===== src/rtl/mem_arbiter.sv =====
// mem_arbiter: two-port (fetch / data) arbiter in front of a single memory
// controller. One transaction is in flight at a time; contention between the
// ports is resolved round-robin against the last grant.
//
// Ports
//   clk, reset             rising-edge clock, synchronous active-high reset
//   if_req/if_addr         fetch port request (read only) and address
//   if_rdata/if_done       fetch read data and one-cycle completion pulse
//   d_req/d_we/d_addr/
//   d_wdata                data port request, write enable, address, data
//   d_rdata/d_done         data read data and one-cycle completion pulse
//   m_valid/m_rw/m_addr/
//   m_wdata                memory request (level), 1=read/0=write, address, data
//   m_rdata/m_ready        memory read data and completion
//   err                    high with a done pulse that ended in timeout
//   owner                  current/last grant: 0=fetch, 1=data
module mem_arbiter #(
  parameter int DWIDTH  = 32,
  parameter int AWIDTH  = 8,
  parameter int TIMEOUT = 15
) (
  input  logic              clk,
  input  logic              reset,
  input  logic              if_req,
  input  logic [AWIDTH-1:0] if_addr,
  output logic [DWIDTH-1:0] if_rdata,
  output logic              if_done,
  input  logic              d_req,
  input  logic              d_we,
  input  logic [AWIDTH-1:0] d_addr,
  input  logic [DWIDTH-1:0] d_wdata,
  output logic [DWIDTH-1:0] d_rdata,
  output logic              d_done,
  output logic              m_valid,
  output logic              m_rw,
  output logic [AWIDTH-1:0] m_addr,
  output logic [DWIDTH-1:0] m_wdata,
  input  logic [DWIDTH-1:0] m_rdata,
  input  logic              m_ready,
  output logic              err,
  output logic              owner
);

  typedef enum logic [1:0] {IDLE, ISSUE, DONE} state_t;

  // The counter holds (ISSUE cycles so far - 1), so the last permitted ISSUE
  // cycle is the one where it equals TIMEOUT-1.
  localparam logic [7:0] CNT_LAST = 8'(TIMEOUT - 1);

  state_t     state;
  state_t     state_nxt;
  logic [7:0] cnt;
  logic       grant;
  logic       grant_d;
  logic       timeout;

  assign timeout = (cnt == CNT_LAST);
  assign m_valid = (state == ISSUE);

  always_comb begin
    state_nxt = state;
    grant     = 1'b0;
    grant_d   = 1'b0;
    case (state)
      IDLE: begin
        if (if_req || d_req) begin
          grant = 1'b1;
          // Data wins if alone, or if both request and fetch held the last grant.
          grant_d   = d_req && (!if_req || (owner == 1'b0));
          state_nxt = ISSUE;
        end
      end
      ISSUE: begin
        if (m_ready || timeout) state_nxt = DONE;
      end
      DONE:    state_nxt = IDLE;
      default: state_nxt = IDLE;
    endcase
  end

  always_ff @(posedge clk) begin
    if (reset) begin
      state    <= IDLE;
      cnt      <= '0;
      owner    <= 1'b1;
      m_rw     <= 1'b1;
      m_addr   <= '0;
      m_wdata  <= '0;
      if_rdata <= '0;
      d_rdata  <= '0;
      if_done  <= 1'b0;
      d_done   <= 1'b0;
      err      <= 1'b0;
    end else begin
      state   <= state_nxt;
      if_done <= 1'b0;
      d_done  <= 1'b0;
      err     <= 1'b0;
      case (state)
        IDLE: begin
          if (grant) begin
            owner   <= grant_d;
            m_addr  <= grant_d ? d_addr : if_addr;
            m_rw    <= grant_d ? ~d_we : 1'b1;
            m_wdata <= grant_d ? d_wdata : '0;
            cnt     <= '0;
          end
        end
        ISSUE: begin
          cnt <= cnt + 8'd1;
          // m_ready is checked first so it wins over a coincident timeout.
          if (m_ready) begin
            if (m_rw) begin
              if (owner) d_rdata  <= m_rdata;
              else       if_rdata <= m_rdata;
            end
            if (owner) d_done  <= 1'b1;
            else       if_done <= 1'b1;
          end else if (timeout) begin
            // A timed-out read returns zero; a timed-out write keeps d_rdata.
            if (m_rw) begin
              if (owner) d_rdata  <= '0;
              else       if_rdata <= '0;
            end
            if (owner) d_done  <= 1'b1;
            else       if_done <= 1'b1;
            err <= 1'b1;
          end
        end
        default: ;
      endcase
    end
  end

endmodule


===== config.mk =====
export PLATFORM = sky130hd
export DESIGN_NAME = mem_arbiter
export DESIGN_NICKNAME = d
export VERILOG_FILES = /design/src/rtl/mem_arbiter.sv
export SDC_FILE = /design/constraint.sdc
export NUM_CORES = 1
export LEC_CHECK = 0
export ABC_AREA = 1
export CORE_MARGIN = 2
export CORE_UTILIZATION = 30
export DETAILED_ROUTE_END_ITERATION = 8
export GPL_ROUTABILITY_DRIVEN = 0
export REMOVE_ABC_BUFFERS = 1
export SETUP_SLACK_MARGIN = 0.1
export SLEW_MARGIN = 20
export SYNTH_ARGS = -nofsm -noshare
export SYNTH_HDL_FRONTEND = slang
export SYNTH_SLANG_ARGS = --single-unit

===== constraint.sdc =====
create_clock -name clk -period 3.53 [get_ports clk]
set_input_delay 1.059 -clock clk [delete_from_list [all_inputs] [get_ports clk]]
set_output_delay 1.059 -clock clk [all_outputs]
set_load 0.005 [all_outputs]

-- Yosys cells after proc, flatten, opt, wreduce, memory -nomap -nowiden
Cells that the tools add are included.
- add/sub/neg operators: 1
- equal/unequal tests: 7
- muxes and demuxes: 31
- bitwise operators: 3
- reduce and logical (&&, ||, !) cells: 15
- operators by type and width (cell ; number):
    32-bit two-way mux ; 13
    8-bit two-way mux ; 2
    8-bit one-hot mux with 2 select lines ; 1
    1-bit two-way mux ; 12
    5-bit AND reduction ; 2
    8-bit by 1-bit adder with 8-bit output, second input constant ; 1
    8-bit by 4-bit == test with 1-bit output, second input constant ; 1
    2-bit != test, second input constant ; 4
    2-bit AND reduction ; 3
    2-bit two-way mux ; 2
    2-bit one-hot mux with 2 select lines ; 1
    2-bit nonzero test ; 2
    1-bit logical OR ; 3
    1-bit NOT ; 3
    3-bit OR reduction ; 1
    2-bit by 1-bit == test with 1-bit output, second input constant ; 1
    2-bit logical NOT ; 1
    2-bit by 1-bit != test with 1-bit output, second input constant ; 1
    2-bit OR reduction ; 1
    1-bit logical AND ; 1
    1-bit logical NOT ; 1
- flip-flop bits (word level): 119
- input port bits: 86
- output and inout port bits: 110
- word-level logic and storage cells: 68

-- Logic depth before layout (Yosys ltp)
Gate-level depths: netlist of run 1.
- depth after elaboration: 6
- gate-level depth with buffers: 9
- mapped depth without buffers: 8

-- Worst setup path after synthesis of run 1
Ideal clock, no wire load.
- path type: input port to flip-flop
- start point: input port m_ready
- end point: register d_rdata[27]
- setup time: 0.110 ns
- arrival: 1.925 ns
- required time: 3.420 ns
- slack: 1.495 ns
- cell stages on the path: 7
- buffers on the path: 3
- cell sequence: clkbuf_1 > o21bai_2 > buf_4 > buf_4 > nand4_1 > nand2_1 > nor2_1
- cells in the longest elaborated chain, start to end: 2
- elaborated cells between the ends (all ways): 4
- classes of those cells: 1 x eq/ne; 1 x mux; 2 x reduce/logical
- ends and longest elaborated chain (element ; RTL line ; RTL):
    start, declared ; 39 ; input logic m_ready,
    2-bit != test (no line) / 2-bit nonzero test (equally long branches) ; - ;
    5-bit AND reduction (no line) ; - ;
    end signal, assigned ; 114 ; if (owner) d_rdata <= m_rdata;
    end, declared ; 32 ; output logic [DWIDTH-1:0] d_rdata,
Several ways; a longest one is shown, not always the timed one.
A chain may end at the register's enable or synchronous reset.

-- Worst setup path after layout of run 1
- start point: register state[1]
- end point: output port m_valid
- cells in the longest elaborated chain, start to end: 1
- ends and longest elaborated chain (element ; RTL line ; RTL):
    start, declared ; 50 ; state_t state;
    start signal, assigned ; 95 ; state <= state_nxt;
    2-bit by 1-bit == test with 1-bit output ; 58 ; assign m_valid = (state == ISSUE);
    end, declared ; 34 ; output logic m_valid,
Every way passes these cells.

==> results.sh, run 1 <==
export IMPL_skew_ns=0.00805
export IMPL_hold_depth=2
export IMPL_pre_cts_slack_ns=0.466
export IMPL_num_io_pins=196
export IMPL_path_class="reg2out"
export IMPL_yosysWarnings=0
export IMPL_cts_sinks=119
export IMPL_start_kind="flop"
export IMPL_hold_viol_final=0
export IMPL_cts_setup_buffers=0
export IMPL_cts_hold_buf=0
export IMPL_vias_per_cell=4.40
export IMPL_powerDensity_nw_per_um2=507
export IMPL_cts_resized=0
export IMPL_maxCapViolCount=0
export IMPL_nNetsFinal=1047
export IMPL_hold_start="m_wdata[27]"
export IMPL_grt_max_degree=66
export IMPL_placed_cells=1165
export IMPL_die_area_um2=18700
export IMPL_antenna_found_initial=0
export IMPL_area_growth_syn_to_layout_pct=52.5
export IMPL_power_leakage_nw=3.41
export IMPL_grt_pass1_wl_um=25500
export IMPL_overflow=0
export IMPL_cts_root_buf="clkbuf_16"
export IMPL_first_global_vias=5018
export IMPL_crit_required_ns=2.47
export IMPL_grt_usage=0.174
export IMPL_clockBufferDepth=2
export IMPL_setup_viol_count_final=0
export IMPL_worstMarginPinSlew_ns=0.762
export IMPL_critPathCaptureType="output port"
export IMPL_clock_latency_ns=0.41
export IMPL_drt_first_pass_iters=4
export IMPL_ant_nets=0
export IMPL_clk_pin_slew_ns=0.05
export IMPL_vdd_drop_max_v=0.000365
export IMPL_netlist_instances=784
export IMPL_synth_seq_cells=119
export IMPL_slowest_delay_ns=0.57
export IMPL_n_antenna_cell=0
export IMPL_num_vias=5258
export IMPL_drt_total_wl_um=15800
export IMPL_r2r_end="d_rdata[18]"
export IMPL_drc=0
export IMPL_row_count=48
export IMPL_drt_iter0_drc=173
export IMPL_fin_ws_ns=0.756
export IMPL_slew_headroom=0.491
export IMPL_p_total_mw=4.08
export IMPL_coreArea_um2=17200
export IMPL_numCtsBuffers=17
export IMPL_final_setup_tns_ns=0
export IMPL_tritoncts="built"
export IMPL_netlist_area_um2=5280
export IMPL_die_h_um=137
export IMPL_timing_critical_path_mode_cell="inv_1"
export IMPL_whs_endpoint="m_wdata[27]"
export IMPL_drive_gt1_frac=0.0515
export IMPL_outcome="finished, final reports clean"
export IMPL_layoutNonFillerInstCount=1195
export IMPL_crit_chain="inv_1 -> nand2_1 -> inv_1 -> clkdlybuf4s50_1"
export IMPL_finalCritPeriodShare=0.786
export IMPL_fmax_mhz=360
export IMPL_dp_hpwl_um=10400
export IMPL_cp_slowest_cell="clkdlybuf4s50_1"
export IMPL_min_path_type="reg2reg"
export IMPL_rsz0062_at_grt="false"
export IMPL_htree_levels=4
export IMPL_cp_buffers_inverters=3
export IMPL_critPathTopFamily="buffers and inverters"
export IMPL_r2r_start="cnt[0]"
export IMPL_wire_per_inst_um=13.2
export IMPL_portBuffers=195
export IMPL_slew_viol_final=0
export IMPL_ys_seq_area_frac=0.451
export IMPL_worstPathArrival_ns=1.72
export IMPL_synth_cell_types=27
export IMPL_reg2reg_slack_ns=1.19
export IMPL_critPathMaxFanout=6
export IMPL_initial_core_util=0.306
export IMPL_final_min_clock_period_ns=2.77
export IMPL_syn_avg_cell_area_um2=6.73
export IMPL_die_x_um=137
export IMPL_reg2reg_depth=8
-- registers in the layout (all words and copies together), names as in the netlist --
name	count
cnt	8
d_done	1
d_rdata	32
err	1
if_done	1
if_rdata	32
m_addr	8
m_rw	1
m_wdata	32
owner	1
state	2
-- cells in the final DEF, fill, tap and decap left out, types with 5 or more instances in the layout --
| cell type | count |
|---|---|
| bufinv_16 | 5 |
| o22ai_1 | 7 |
| nor2_1 | 77 |
| nand2_1 | 241 |
| clkbuf_8 | 5 |
| clkdlybuf4s50_1 | 195 |
| clkbuf_16 | 17 |
| dfxtp_1 | 119 |
| inv_1 | 140 |
| o21ai_0 | 12 |
| nand4_1 | 64 |
| nand3_1 | 7 |
| a21oi_1 | 47 |
| buf_4 | 10 |
-- logic make-up (layout without fill, tap and decap cells) --
kind of cell               Yosys count  in the layout  synth area share
adders and majority gates            2              2           0.00474
buffers and inverters              193            379             0.150
xor gates and xnor gates             1              1           0.00166
AOI/OAI and AO/OA                   73             73            0.0744
DFF                                119            119             0.451
and+or+nand+nor                    396            396             0.318
-- power by group --
part           switching (mW)  internal (mW)  leakage [nW]
Sequential             0.0429           1.43         0.969
Clock                   0.605           1.34         0.324
Combinational           0.346          0.323          2.12
Total                   0.994           3.09          3.41
-- area by class of cell --
class,count,area [µm²]
timing repair buffer,207,2070
sequential,119,2380
multi-input combinational,472,2120
fill,1695,9190
clock inverter,8,168
tap,225,282
inverter,142,533
clock buffer,22,494
-- how the worst max path moves through the flow --
stage / start / end / slack [ns] / cells after the start
floorplan: cnt[0] / d_rdata[0] / 0.44 / 8
global placement: m_ready / d_rdata[12] / 0.53 / 6
detailed placement: m_ready / d_rdata[19] / 0.47 / 6
CTS: state[1] / m_valid / 0.74 / 4
global route: state[1] / m_valid / 0.66 / 4
finish: state[1] / m_valid / 0.76 / 4
-- metal layers --
metal,up-vias,GRT usage,part of all wire
li1,2761,-,-
met1,2283,0.223,0.45
met2,200,0.263,0.42
met3,14,0.0726,0.11
met4,0,0.0625,0.015
met5,-,0,0
-- Yosys cell counts, drive strengths merged --
master / number / share of area
nand4: 64 / 0.076
nand3: 9 / 0.010
o211ai: 2 / 0.0028
o21bai: 1 / 0.0021
clkbuf: 17 / 0.012
nand2: 241 / 0.17
buf: 34 / 0.037
clkinv: 1 / 0.00071
o22ai: 7 / 0.0083
o21ai: 13 / 0.012
inv: 141 / 0.10
xor2: 1 / 0.0017
nor3: 1 / 0.00095
or2: 1 / 0.0012
nor2: 79 / 0.057
dfxtp: 119 / 0.45
ha: 2 / 0.0047
a211oi: 3 / 0.0043
a21oi: 47 / 0.045
nor4: 1 / 0.0012
-- stage by stage --
step	instance area [µm²]	util	hold WS, ns
after detailed placement	7390	0.428	0.457
final	8050	0.467	0.463
after global routing	8050	0.467	0.481
after floorplan	5020	-	0.456
after global placement	7390	0.428	0.450
after CTS	8050	0.467	0.464
-- worst register-to-register path: stages (launching register included) --
cell and delay, ns:
dfxtp_1 0.33, inv_1 0.10, ha_1 0.15, nand3_1 0.17
o21bai_4 0.43, nand3_2 0.69, nand2_1 0.26, inv_1 0.06
nor2_1 0.09
Power figures use the tool's default switching activity.
==> inputs of run 2 (changes only) <==
- clock period: 3.53 -> 2.4 ns (I/O delays scaled with it)
==> run 2 against run 1 <==
  * Worst setup slack got worse by 0.54 ns
  * Global-route usage rose by 0.21 points
  * Final area grew 0.48%
  * First-iteration DRC count grew 76%
  * Sequential share of layout area down 0.14 points
  * Sequential power up 47%
  * Flip-flop and latch count stayed put
  * Clock-buffer cell count grew 4
  * Core utilization rose by 0.22 points
  * Final cell count grew 1.0%
  * Non-clock buffer count is 10 higher
  * Total power grew 43%
  * Critical path type unchanged
  * Largest power group unchanged
==> results.sh, run 2 (synthesis gave the netlist of run 1 again) <==
export IMPL_outcome="finished, final reports clean"
export IMPL_num_io_pins=196
export IMPL_portBuffers=195
export IMPL_crit_required_ns=1.68
export IMPL_antenna_found_initial=0
export IMPL_reg_top3="d_rdata x32, if_rdata x32, m_wdata x32"
export IMPL_slew_headroom=0.574
export IMPL_grt_usage=0.176
export IMPL_cts_hold_buf=0
export IMPL_finalCritPeriodShare=0.912
export IMPL_layout_commonest_cell="nand2_1"
export IMPL_post_route_cell_area_um2=8090
export IMPL_start_kind="flop"
export IMPL_final_min_clock_period_ns=2.19
export IMPL_powerDensity_nw_per_um2=720
export IMPL_grt_pass1_wl_um=25400
export IMPL_fmax_mhz=457
export IMPL_drive_gt1_frac=0.0591
export IMPL_row_count=48
export IMPL_dp_hpwl_um=10800
export IMPL_area_growth_syn_to_layout_pct=53.2
export IMPL_worstMarginPinSlew_ns=0.637
export IMPL_die_area_um2=18700
export IMPL_clockBufferDepth=2
export IMPL_htree_levels=4
export IMPL_placed_area_um2=7470
export IMPL_crit_chain="inv_1 -> nand2_1 -> inv_2 -> clkdlybuf4s50_1"
export IMPL_wire_per_inst_um=13.3
export IMPL_setup_viol_count_final=0
export IMPL_die_x_um=137
export IMPL_ant_nets=0
export IMPL_nNetsFinal=1057
export IMPL_pre_cts_slack_ns=0.215
export IMPL_initial_core_util=0.306
export IMPL_clk_pin_slew_ns=0.05
export IMPL_num_vias=5306
export IMPL_power_leakage_nw=3.43
export IMPL_skew_ns=0.0100
export IMPL_numCtsBuffers=17
export IMPL_clock_latency_ns=0.42
export IMPL_maxCapViolCount=0
export IMPL_vdd_drop_max_v=0.000471
export IMPL_min_path_type="reg2reg"
export IMPL_placed_cells=1175
export IMPL_overflow=0
export IMPL_first_global_vias=4913
export IMPL_hold_viol_final=0
export IMPL_cts_sinks=119
export IMPL_n_antenna_cell=0
export IMPL_grt_max_degree=55
export IMPL_layoutNonFillerInstCount=1207
export IMPL_drt_total_wl_um=16000
export IMPL_drt_first_pass_iters=5
export IMPL_drc=0
export IMPL_path_class="reg2out"
export IMPL_die_h_um=137
export IMPL_seqCellArea_um2=2380
export IMPL_cp_slowest_cell="clkdlybuf4s50_1"
export IMPL_fill_cells=1748
export IMPL_final_setup_tns_ns=0
export IMPL_cts_setup_buffers=0
export IMPL_p_total_mw=5.82
export IMPL_drt_iter0_drc=305
export IMPL_final_cell_mix="nand2_1 (241), clkdlybuf4s50_1 (195), inv_1 (139), dfxtp_1 (119), nor2_1 (77)"
export IMPL_rsz0062_at_grt="false"
export IMPL_vias_per_cell=4.40
export IMPL_fin_ws_ns=0.212
export IMPL_slew_viol_final=0
export IMPL_critPathCaptureType="output port"
export IMPL_cts_root_buf="clkbuf_16"
export IMPL_coreArea_um2=17200
export IMPL_slowest_delay_ns=0.53
export IMPL_critPathMaxFanout=6
export IMPL_tritoncts="built"
export IMPL_worstPathArrival_ns=1.47
export IMPL_multiInputGateArea_um2=2120
==> run 2: critical path: cells and delay by family, from the launching register on <==
kind / cells / cell delay (ns)
buf+inv: 3 / 0.70
flops: 1 / 0.31
simple gates: 1 / 0.06
==> run 2: final timing paths <==
check                                start            to  slack [ns]  depth (start not counted)
worst min register to register  m_wdata[4]    m_wdata[4]        0.46                          2
worst max-delay path              state[1]       m_valid        0.21                          4
worst max register to register    state[1]  if_rdata[17]        0.62                          8
worst min-delay path            m_wdata[4]    m_wdata[4]        0.46                          2
==> run 2: timing repair <==
action / CTS / global route
hold endpoints to repair: 0 / 0
endpoints found under the setup margin: 1 / 0
gates resized for setup: 1 / 0
==> run 2: through the flow <==
step	util	hold WS, ns
CTS	0.469	0.462
detailed placement	0.434	0.455
global placement	0.434	0.450
global route	0.469	0.484
finish	0.469	0.460
floorplan	-	0.456
==> run 2: cell type report <==
class                   instances  area share
repair buffers                217       0.266
clock inverters                 6      0.0141
well taps                     225      0.0348
inverters                     142      0.0659
clock buffers                  26      0.0617
flip-flops and latches        119       0.295
multi-input cells             472       0.262
==> run 2: per-layer routing <==
metal	global-route usage	part of all wire	up-vias	wire (µm)
li1	-	-	2785	-
met1	0.221	0.45	2294	7210
met3	0.0811	0.12	13	1850
met2	0.271	0.42	214	6810
met5	0	0	-	0
met4	0.0532	0.0098	0	157
==> run 2: power breakdown <==
part | switching (mW) | total, mW | internal (mW) | leakage, nW
sequential | 0.0640 | 2.16 | 2.10 | 0.969
combinational | 0.514 | 1.01 | 0.499 | 2.17
clock | 0.904 | 2.65 | 1.75 | 0.291
